<file path="src/rtl/div_seq_param_if.sv">
// rtl/div_seq_param_if.sv - operand/result/handshake bundle for the sequential divider
interface div_seq_param_if #(
    parameter int WIDTH = 32
);
    logic [WIDTH-1:0] A;
    logic [WIDTH-1:0] B;
    logic             DivIn;
    logic             Signed;
    logic [WIDTH-1:0] resultHigh;
    logic [WIDTH-1:0] resultLow;
    logic             DivStop;
    logic             DivZero;
    logic             Busy;

    modport master (
        output A, B, DivIn, Signed,
        input  resultHigh, resultLow, DivStop, DivZero, Busy
    );

    modport slave (
        input  A, B, DivIn, Signed,
        output resultHigh, resultLow, DivStop, DivZero, Busy
    );
endinterface

</file>
<file path="src/rtl/div_seq_param.sv">
// rtl/div_seq_param.sv - restoring divider, one quotient bit per clock, signed/unsigned
// Quotient on resultLow, remainder on resultHigh; divide-by-zero reported without entering CALC.
module div_seq_param #(
    parameter int WIDTH = 32
) (
    input  logic                clk,
    input  logic                Reset,
    div_seq_param_if.slave      bus
);
    localparam int CW = $clog2(WIDTH + 1);

    typedef enum logic {IDLE, CALC} state_t;

    state_t           state, next_state;
    logic [WIDTH-1:0] rem, quo, dvsr;
    logic [CW-1:0]    cnt;
    logic             q_neg, r_neg;
    logic [WIDTH-1:0] res_hi, res_lo;
    logic             stop_q, zero_q;

    logic             start, zero_req, finish, last_step, busy;
    logic [WIDTH-1:0] abs_a, abs_b;
    logic [WIDTH:0]   shifted, diff;
    logic [WIDTH-1:0] rem_step, quo_step;

    // Magnitudes only in signed mode; -x of the most negative value yields the correct unsigned magnitude.
    assign abs_a = (bus.Signed && bus.A[WIDTH-1]) ? -bus.A : bus.A;
    assign abs_b = (bus.Signed && bus.B[WIDTH-1]) ? -bus.B : bus.B;

    // rem < dvsr keeps shifted below 2*dvsr, so diff[WIDTH] is exactly the borrow of the trial subtract.
    assign shifted  = {rem, quo[WIDTH-1]};
    assign diff     = shifted - {1'b0, dvsr};
    assign rem_step = diff[WIDTH] ? shifted[WIDTH-1:0] : diff[WIDTH-1:0];
    assign quo_step = {quo[WIDTH-2:0], ~diff[WIDTH]};

    assign last_step = (cnt == CW'(1));

    always_ff @(posedge clk) begin
        if (!Reset) begin
            state <= IDLE;
        end else begin
            state <= next_state;
        end
    end

    always_comb begin
        next_state = state;
        case (state)
            IDLE:    if (bus.DivIn && (bus.B != '0)) next_state = CALC;
            CALC:    if (last_step) next_state = IDLE;
            default: next_state = IDLE;
        endcase
    end

    always_comb begin
        start    = 1'b0;
        zero_req = 1'b0;
        finish   = 1'b0;
        busy     = 1'b0;
        case (state)
            IDLE: begin
                start    = bus.DivIn && (bus.B != '0);
                zero_req = bus.DivIn && (bus.B == '0);
            end
            CALC: begin
                busy   = 1'b1;
                finish = last_step;
            end
            default: ;
        endcase
    end

    always_ff @(posedge clk) begin
        if (!Reset) begin
            rem    <= '0;
            quo    <= '0;
            dvsr   <= '0;
            cnt    <= '0;
            q_neg  <= 1'b0;
            r_neg  <= 1'b0;
            res_hi <= '0;
            res_lo <= '0;
            stop_q <= 1'b0;
            zero_q <= 1'b0;
        end else begin
            stop_q <= finish | zero_req;
            zero_q <= zero_req;
            if (start) begin
                rem   <= '0;
                quo   <= abs_a;
                dvsr  <= abs_b;
                cnt   <= CW'(WIDTH);
                q_neg <= bus.Signed & (bus.A[WIDTH-1] ^ bus.B[WIDTH-1]);
                r_neg <= bus.Signed & bus.A[WIDTH-1];
            end else if (busy) begin
                rem <= rem_step;
                quo <= quo_step;
                cnt <= cnt - 1'b1;
                if (last_step) begin
                    res_lo <= q_neg ? -quo_step : quo_step;
                    res_hi <= r_neg ? -rem_step : rem_step;
                end
            end
        end
    end

    assign bus.resultHigh = res_hi;
    assign bus.resultLow  = res_lo;
    assign bus.DivStop    = stop_q;
    assign bus.DivZero    = zero_q;
    assign bus.Busy       = busy;
endmodule

</file>
<file path="src/flat_wrapper.sv">
// flat-port wrapper written by rule: the top's interface ports become plain ports
module div_seq_param_flat 
#(
    parameter int WIDTH = 32
)
  (clk, Reset, bus_A, bus_B, bus_DivIn, bus_Signed, bus_resultHigh, bus_resultLow, bus_DivStop, bus_DivZero, bus_Busy);
  div_seq_param_if #(.WIDTH(WIDTH)) bus_i ();
  input  logic clk;
  input  logic Reset;
  input wire logic [$bits(bus_i.A)-1:0] bus_A;
  input wire logic [$bits(bus_i.B)-1:0] bus_B;
  input wire logic [$bits(bus_i.DivIn)-1:0] bus_DivIn;
  input wire logic [$bits(bus_i.Signed)-1:0] bus_Signed;
  output wire logic [$bits(bus_i.resultHigh)-1:0] bus_resultHigh;
  output wire logic [$bits(bus_i.resultLow)-1:0] bus_resultLow;
  output wire logic [$bits(bus_i.DivStop)-1:0] bus_DivStop;
  output wire logic [$bits(bus_i.DivZero)-1:0] bus_DivZero;
  output wire logic [$bits(bus_i.Busy)-1:0] bus_Busy;
  assign bus_i.A = bus_A;
  assign bus_i.B = bus_B;
  assign bus_i.DivIn = bus_DivIn;
  assign bus_i.Signed = bus_Signed;
  assign bus_resultHigh = bus_i.resultHigh;
  assign bus_resultLow = bus_i.resultLow;
  assign bus_DivStop = bus_i.DivStop;
  assign bus_DivZero = bus_i.DivZero;
  assign bus_Busy = bus_i.Busy;
  div_seq_param #(.WIDTH(WIDTH)) u_core (.clk(clk), .Reset(Reset), .bus(bus_i));
endmodule
</file>
<file path="config.mk">
export PLATFORM = sky130hd
export DESIGN_NAME = div_seq_param_flat
export DESIGN_NICKNAME = d
export VERILOG_FILES = /design/src/rtl/div_seq_param_if.sv /design/src/rtl/div_seq_param.sv /design/src/flat_wrapper.sv
export SDC_FILE = /design/constraint.sdc
export NUM_CORES = 1
export LEC_CHECK = 0
export ABC_AREA = 1
export CAP_MARGIN = 20
export CORE_UTILIZATION = 54
export CTS_BUF_LIST = sky130_fd_sc_hd__clkbuf_16
export DETAILED_ROUTE_END_ITERATION = 7
export GPL_ROUTABILITY_DRIVEN = 0
export PLACE_DENSITY = 0.89
export SYNTH_ARGS = -nofsm -noshare
export SYNTH_HDL_FRONTEND = slang
export SYNTH_SLANG_ARGS = --single-unit
</file>
<file path="constraint.sdc">
create_clock -name clk -period 4.6 [get_ports clk]
set_input_delay 0.69 -clock clk [delete_from_list [all_inputs] [get_ports clk]]
set_output_delay 0.69 -clock clk [all_outputs]
set_load 0.1 [all_outputs]
</file>
==> flow_summary_export.csv, run 1 <==
group,metric,value,unit
synthesis,ys_seq_elements,171,
cells_and_area,final_util,65.2,%
job,max-cap-violations,0,
outcome,failed_checks,"DRC",
global_routing,grt_max_degree,77,
critical_path,crit_end,"u_core.bus.resultLow[28]",
hold_path,min_path_type,"flip-flop to flip-flop",
timing,slew_violations,0,
synthesis,synth_top_area_share,27.9,%
global_routing,grt_pass1_wl,64.3,mm
timing,rsz0062_at_grt,"false",
routing,drt.antenna.violating_nets,0,
cells_and_area,syn_to_final_growth,17.2,%
power,power_density,384,nW/µm²
global_routing,use_met1,43.4,%
routing,wl,39.3,mm
timing,setup_tns,0,ns
cells_and_area,nNetsFinal,2233,
global_routing,grt_pass1_vias,13000,
critical_path,worstPathMaxFanout,8,
clocking,tritoncts,"yes",
clocking,clkSinkCount,171,
placement,io_buffer_count,134,
routing,drt_pass1_iterations,8,
power,p_total,5.53,mW
power,p_leak,7.03,nW
critical_path,r2r_start,"u_core.quo[31]",
synthesis,ys_types,54,
critical_path,critPathArrivalTime,4.51,ns
clocking,cts_root_buf,"clkbuf_16",
global_routing,grtUsageMet2,53.3,%
routing,drc,1,
floorplanning,die_w,153,µm
routing,wl_per_cell,16.2,µm
global_routing,grt_use_total,33.9,%
synthesis,synth_top_cell_by_area,"dfxtp_1",
cells_and_area,antennaDiodeCount,0,
clocking,cts_max_level,4,
routing,viasPerCell,5.83,
floorplanning,dieArea,23400,µm²
routing,drtIter0Drc,1687,
critical_path,ff2ff_setup_slack,0.42,ns
synthesis,syn_area,12300,µm²
critical_path,crit_path_frequent_cell,"inv_1",
critical_path,slowest_stage,"fa_1",
floorplanning,die_h,153,µm
timing,fin_worst_skew,0.0104,ns
floorplanning,core-area,22100,µm²
synthesis,synth-edff-count,0,
global_routing,overflow,0,
timing,final-setup-viol-count,0,
synthesis,yosysWarnings,0,
clocking,hold_buffers,0,
global_routing,met3_usage,8.00,%
clocking,clk_latency,0.44,ns
synthesis,synth_cells,2024,
timing,max_freq,0.239,GHz
floorplanning,initial_core_util,55.6,%
timing,tightest_slew,1.04,ns
critical_path,slowest_delay,0.41,ns
outcome,outcome,"finished with violations",
clocking,clk_pin_slew,0.07,ns
floorplanning,rows,54,
placement,dp_hpwl,29.8,mm
timing,min_period,4.18,ns
global_routing,antenna_found_initial,1,
synthesis,avgSynthCellArea,6.07,µm²
critical_path,cp.required,4.93,ns
power,ir_drop,0.000249,V
critical_path,startpoint,"u_core.quo[31]",
synthesis,synthFlopType,"dfxtp_1",
critical_path,critPathLaunchType,"flip-flop",
clocking,numCtsBuffers,17,
cells_and_area,final_layout_size_suffix_gt1_share,4.58,%
critical_path,end_kind,"flip-flop",
timing,slew_headroom,30.3,%
timing,hold_viol,0,
synthesis,async_reset_ff_share,0,%
timing,post-route-period-util,90.8,%
hold_path,min_from,"u_core.bus.resultHigh[14]",
clocking,clockBufferDepth,2,
synthesis,syn_nets,2131,
synthesis,ys_seq_area_share,27.9,%
global_routing,grt.busiest_layer,"met2",
floorplanning,num_io_pins,135,
critical_path,critPathKind,"flip-flop to flip-flop",
critical_path,r2r_end,"u_core.bus.resultLow[28]",
routing,vias,14100,
synthesis,synth_area_leaders,"dfxtp_1 28%, nand2_1 18%, inv_1 9.1%",
critical_path,rr_worst_depth,27,
-- report_power, final --
part / switching (mW) / internal [mW]
Sequential: 0.0786 / 1.57
Clock: 0.678 / 0.710
Combinational: 1.75 / 0.741
Total: 2.51 / 3.02
-- layout make-up --
type	count	area (µm²)
multi-input combinational	1477	7430
clock inverter	15	134
tap	280	350
fill	1872	7690
sequential	171	3420
timing repair buffer	150	1470
clock buffer	17	425
inverter	309	1160
-- placed cells by master (no fill, tap or decap), types with 4 or more instances in the layout --
master / instances
a21oi_1: 124
a221oi_1: 6
a31oi_1: 9
a32o_1: 4
buf_4: 15
clkbuf_16: 17
clkdlybuf4s50_1: 134
clkinv_1: 6
clkinvlp_4: 4
dfxtp_1: 171
ha_1: 38
inv_1: 298
inv_2: 6
inv_6: 5
nand2_1: 589
nand2_2: 12
nand2_4: 5
nand3_1: 119
nand3b_1: 9
nand4_1: 25
nor2_1: 179
nor2_2: 6
nor3_1: 29
nor4_1: 8
o211ai_1: 10
o21ai_0: 141
o21ai_1: 14
o21bai_1: 5
o221ai_1: 10
o22ai_1: 13
o31ai_1: 4
o32ai_1: 4
or2_2: 7
xnor2_1: 26
xor2_1: 48
-- worst max-delay path, delay by kind of cell, from the launching register on --
kind | cells | cell delay (ns)
DFF | 1 | 0.31
adders and majority gates | 3 | 0.70
AOI/OAI and AO/OA | 3 | 0.62
xor gates and xnor gates | 1 | 0.09
and+or+nand+nor | 15 | 1.96
buffers and inverters | 5 | 0.39
-- Yosys cell counts (25+ instances only) --
master and n:
nand2_1 589, inv_1 299, nor2_1 183, dfxtp_1 171, o21ai_0 142, a21oi_1 124, nand3_1 119, clkbuf_1 54
xor2_1 48, ha_1 38, nor3_1 30, xnor2_1 26, nand4_1 25
-- sequential cells by signal, summed over array words and instances (netlist names) --
| signal | cells |
|---|---|
| u_core.cnt | 6 |
| u_core.bus.DivZero | 1 |
| u_core.rem | 32 |
| u_core.state | 1 |
| u_core.q_neg | 1 |
| u_core.bus.resultLow | 32 |
| u_core.bus.resultHigh | 32 |
| u_core.quo | 32 |
| u_core.dvsr | 32 |
| u_core.bus.DivStop | 1 |
| u_core.r_neg | 1 |
-- stage by stage --
step / instances / hold slack (ns) / setup slack, ns / area [µm²]
2_1_floorplan: 2024 / 0.455 / 0.667 / 12300
3_3_place_gp: 2385 / 0.437 / 0.579 / 13800
3_5_place_dp: 2385 / 0.445 / 0.351 / 13800
4_1_cts: 2417 / 0.458 / 0.212 / 14400
5_1_grt: 2419 / 0.472 / 0.00351 / 14400
6_report: 2419 / 0.460 / 0.422 / 14400
-- metal layers --
| metal | part of all wire, % | wire length (µm) |
|---|---|---|
| met5 | 0.033 | 13 |
| met1 | 40 | 15600 |
| met4 | 5.1 | 1990 |
| met2 | 43 | 17000 |
| met3 | 12 | 4610 |
-- repair_timing --
item	4_1_cts	5_1_grt
setup endpoints to repair	0	4
gates resized for setup	0	5
setup buffers	0	2
endpoints found under the hold margin	0	0
-- cell families after synthesis --
logic type	count (synthesis)	share of synthesized area (%)
xor+xnor	74	5.28
flops	171	27.9
buf+inv	376	11.9
simple gates	1004	34.4
compound gates	360	16.5
fa+ha+maj	39	4.03
-- worst min-delay path by stage --
stage	end	slack [ns]	cells past startpoint
after global placement	u_core.bus.resultLow[10]	0.44	1
final	u_core.bus.resultHigh[14]	0.46	2
after floorplan	u_core.dvsr[24]	0.46	2
after CTS	u_core.bus.resultHigh[22]	0.46	2
after detailed placement	u_core.bus.resultLow[20]	0.45	2
after global routing	u_core.bus.resultLow[6]	0.47	2
(Power assumes the default switching activity.)
==> inputs of run 2 (changes only) <==
Settings changed: CORE_UTILIZATION 54 to 50, MAX_ROUTING_LAYER set to met4, PLACE_DENSITY 0.89 to 0.84.
Clock period 4.6 ns to 4 ns, I/O delays scaled along.
==> flow_summary_export.csv, run 2 (same netlist as run 1, synthesis figures left out) <==
group,metric,value,unit
power,p_leak,7.13,nW
routing,drtIter0Drc,1719,
floorplanning,die_w,159,µm
cells_and_area,nNetsFinal,2245,
hold_path,min_path_type,"flip-flop to flip-flop",
floorplanning,initial_core_util,51.7,%
timing,fin_worst_skew,0.0168,ns
floorplanning,die_h,159,µm
critical_path,critPathLaunchType,"flip-flop",
floorplanning,dieArea,25200,µm²
timing,min_period,3.87,ns
critical_path,cp.required,4.33,ns
power,ir_drop,0.000248,V
placement,dp_hpwl,29.9,mm
timing,slew_headroom,32.0,%
clocking,tritoncts,"yes",
cells_and_area,syn_to_final_growth,19.0,%
global_routing,grt_max_degree,77,
cells_and_area,fillCellCount,2134,
cells_and_area,final_util,61.5,%
routing,drt.antenna.violating_nets,0,
routing,vias,13900,
cells_and_area,mostFrequentLayoutCell,"nand2_1",
clocking,cts_root_buf,"clkbuf_16",
power,power_density,445,nW/µm²
placement,dp_slack,0.0639,ns
timing,setup_tns,0,ns
clocking,cts_max_level,4,
floorplanning,num_io_pins,135,
clocking,numCtsBuffers,17,
critical_path,critPathArrivalTime,4.20,ns
global_routing,overflow,0,
routing,wl,39.4,mm
power,p_total,6.50,mW
timing,max_freq,0.259,GHz
job,max-cap-violations,0,
timing,fin_ws,0.133,ns
clocking,clockBufferDepth,2,
routing,viasPerCell,5.62,
routing,drt_pass1_iterations,6,
clocking,clkSinkCount,171,
critical_path,worstPathMaxFanout,4,
cells_and_area,final_cell_mix,"587 x nand2_1, 296 x inv_1, 178 x nor2_1",
routing,wl_per_cell,15.9,µm
floorplanning,rows,56,
outcome,outcome,"finished, final reports clean",
clocking,clk_pin_slew,0.07,ns
global_routing,grt_pass1_wl,63.3,mm
timing,tightest_slew,1.02,ns
critical_path,end_kind,"flip-flop",
cells_and_area,final_layout_size_suffix_gt1_share,5.63,%
timing,final-setup-viol-count,0,
timing,hold_slack,0.455,ns
global_routing,antenna_found_initial,1,
timing,slew_violations,0,
placement,io_buffer_count,134,
clocking,clk_latency,0.44,ns
critical_path,critPathKind,"flip-flop to flip-flop",
routing,drc,0,
timing,hold_viol,0,
global_routing,grt_pass1_vias,12600,
global_routing,grt_use_total,31.7,%
timing,post-route-period-util,96.7,%
floorplanning,core-area,23800,µm²
run 2: cell count changes in the layout (fill, tap and decap cells not counted), sizes merged:
cell,change
buf,+13
bufinv,+1
clkdlybuf4s50,-1
clkinvlp,-3
diode,+1
inv,+2
run 2: worst max-delay path, stage by stage, from the launching register on:
cell	delay (ns)
dfxtp_2	0.33
inv_2	0.05
ha_2	0.16
inv_2	0.05
fa_2	0.41
nand2_2	0.08
nand2_2	0.08
nand3_2	0.08
nand2_2	0.08
nand2_2	0.10
nand2_4	0.07
nand2_4	0.11
nand3_4	0.09
nand2_4	0.09
ha_1	0.14
inv_1	0.06
nor3_2	0.19
nand3_1	0.15
nor2_2	0.15
nand4_1	0.11
inv_1	0.09
nand4_1	0.16
o21ai_2	0.23
and2_4	0.18
a21boi_1	0.18
xor2_1	0.08
o21ai_0	0.17
inv_1	0.07
run 2: per-stage QoR:
step | instance area, µm² | instances
5_1_grt | 14600 | 2471
2_1_floorplan | 12300 | 2024
3_3_place_gp | 13900 | 2433
6_report | 14600 | 2471
4_1_cts | 14500 | 2465
3_5_place_dp | 13900 | 2433
run 2: where the power goes:
group	internal, mW	leakage, nW	switching [mW]	total, mW
clock network	0.894	0.291	0.785	1.68
registers	1.80	1.40	0.0922	1.89
logic	0.900	5.44	2.03	2.93
total	3.60	7.13	2.90	6.50
run 2: path summary, 6_finish.rpt:
| kind | from | endpoint | slack [ns] | cells past startpoint |
|---|---|---|---|---|
| worst min register to register | u_core.bus.resultHigh[30] | u_core.bus.resultHigh[30] | 0.46 | 2 |
| worst min-delay path | u_core.bus.resultHigh[30] | u_core.bus.resultHigh[30] | 0.46 | 2 |
| worst max-delay path | u_core.quo[31] | u_core.bus.resultLow[28] | 0.13 | 27 |
| worst max register to register | u_core.quo[31] | u_core.bus.resultLow[28] | 0.13 | 27 |
run 2: metal layers:
layer / GRT usage [%] / share of wire [%] / vias up
met5: - / 0 / -
met4: 13.3 / 4.4 / 0
met3: 5.36 / 9.3 / 122
met2: 50.3 / 45 / 800
met1: 39.6 / 42 / 6238
li1: - / - / 6718
run 2: final cells by class:
type	instances	area (µm²)	share of cell area (%)
inverters	309	1160	7.94
clock buffers	17	425	2.91
clock inverters	15	171	1.17
flip-flops and latches	171	3420	23.4
well taps	319	399	2.73
diodes	1	2.50	0.0171
multi-input cells	1477	7460	51.1
repair buffers	162	1570	10.7
run 2: repair_timing:
item / 4_1_cts / 5_1_grt
hold buffers: 0 / 0
setup endpoints to repair: 0 / 21
gates resized for setup: 0 / 19
buffers inserted: 0 / 5
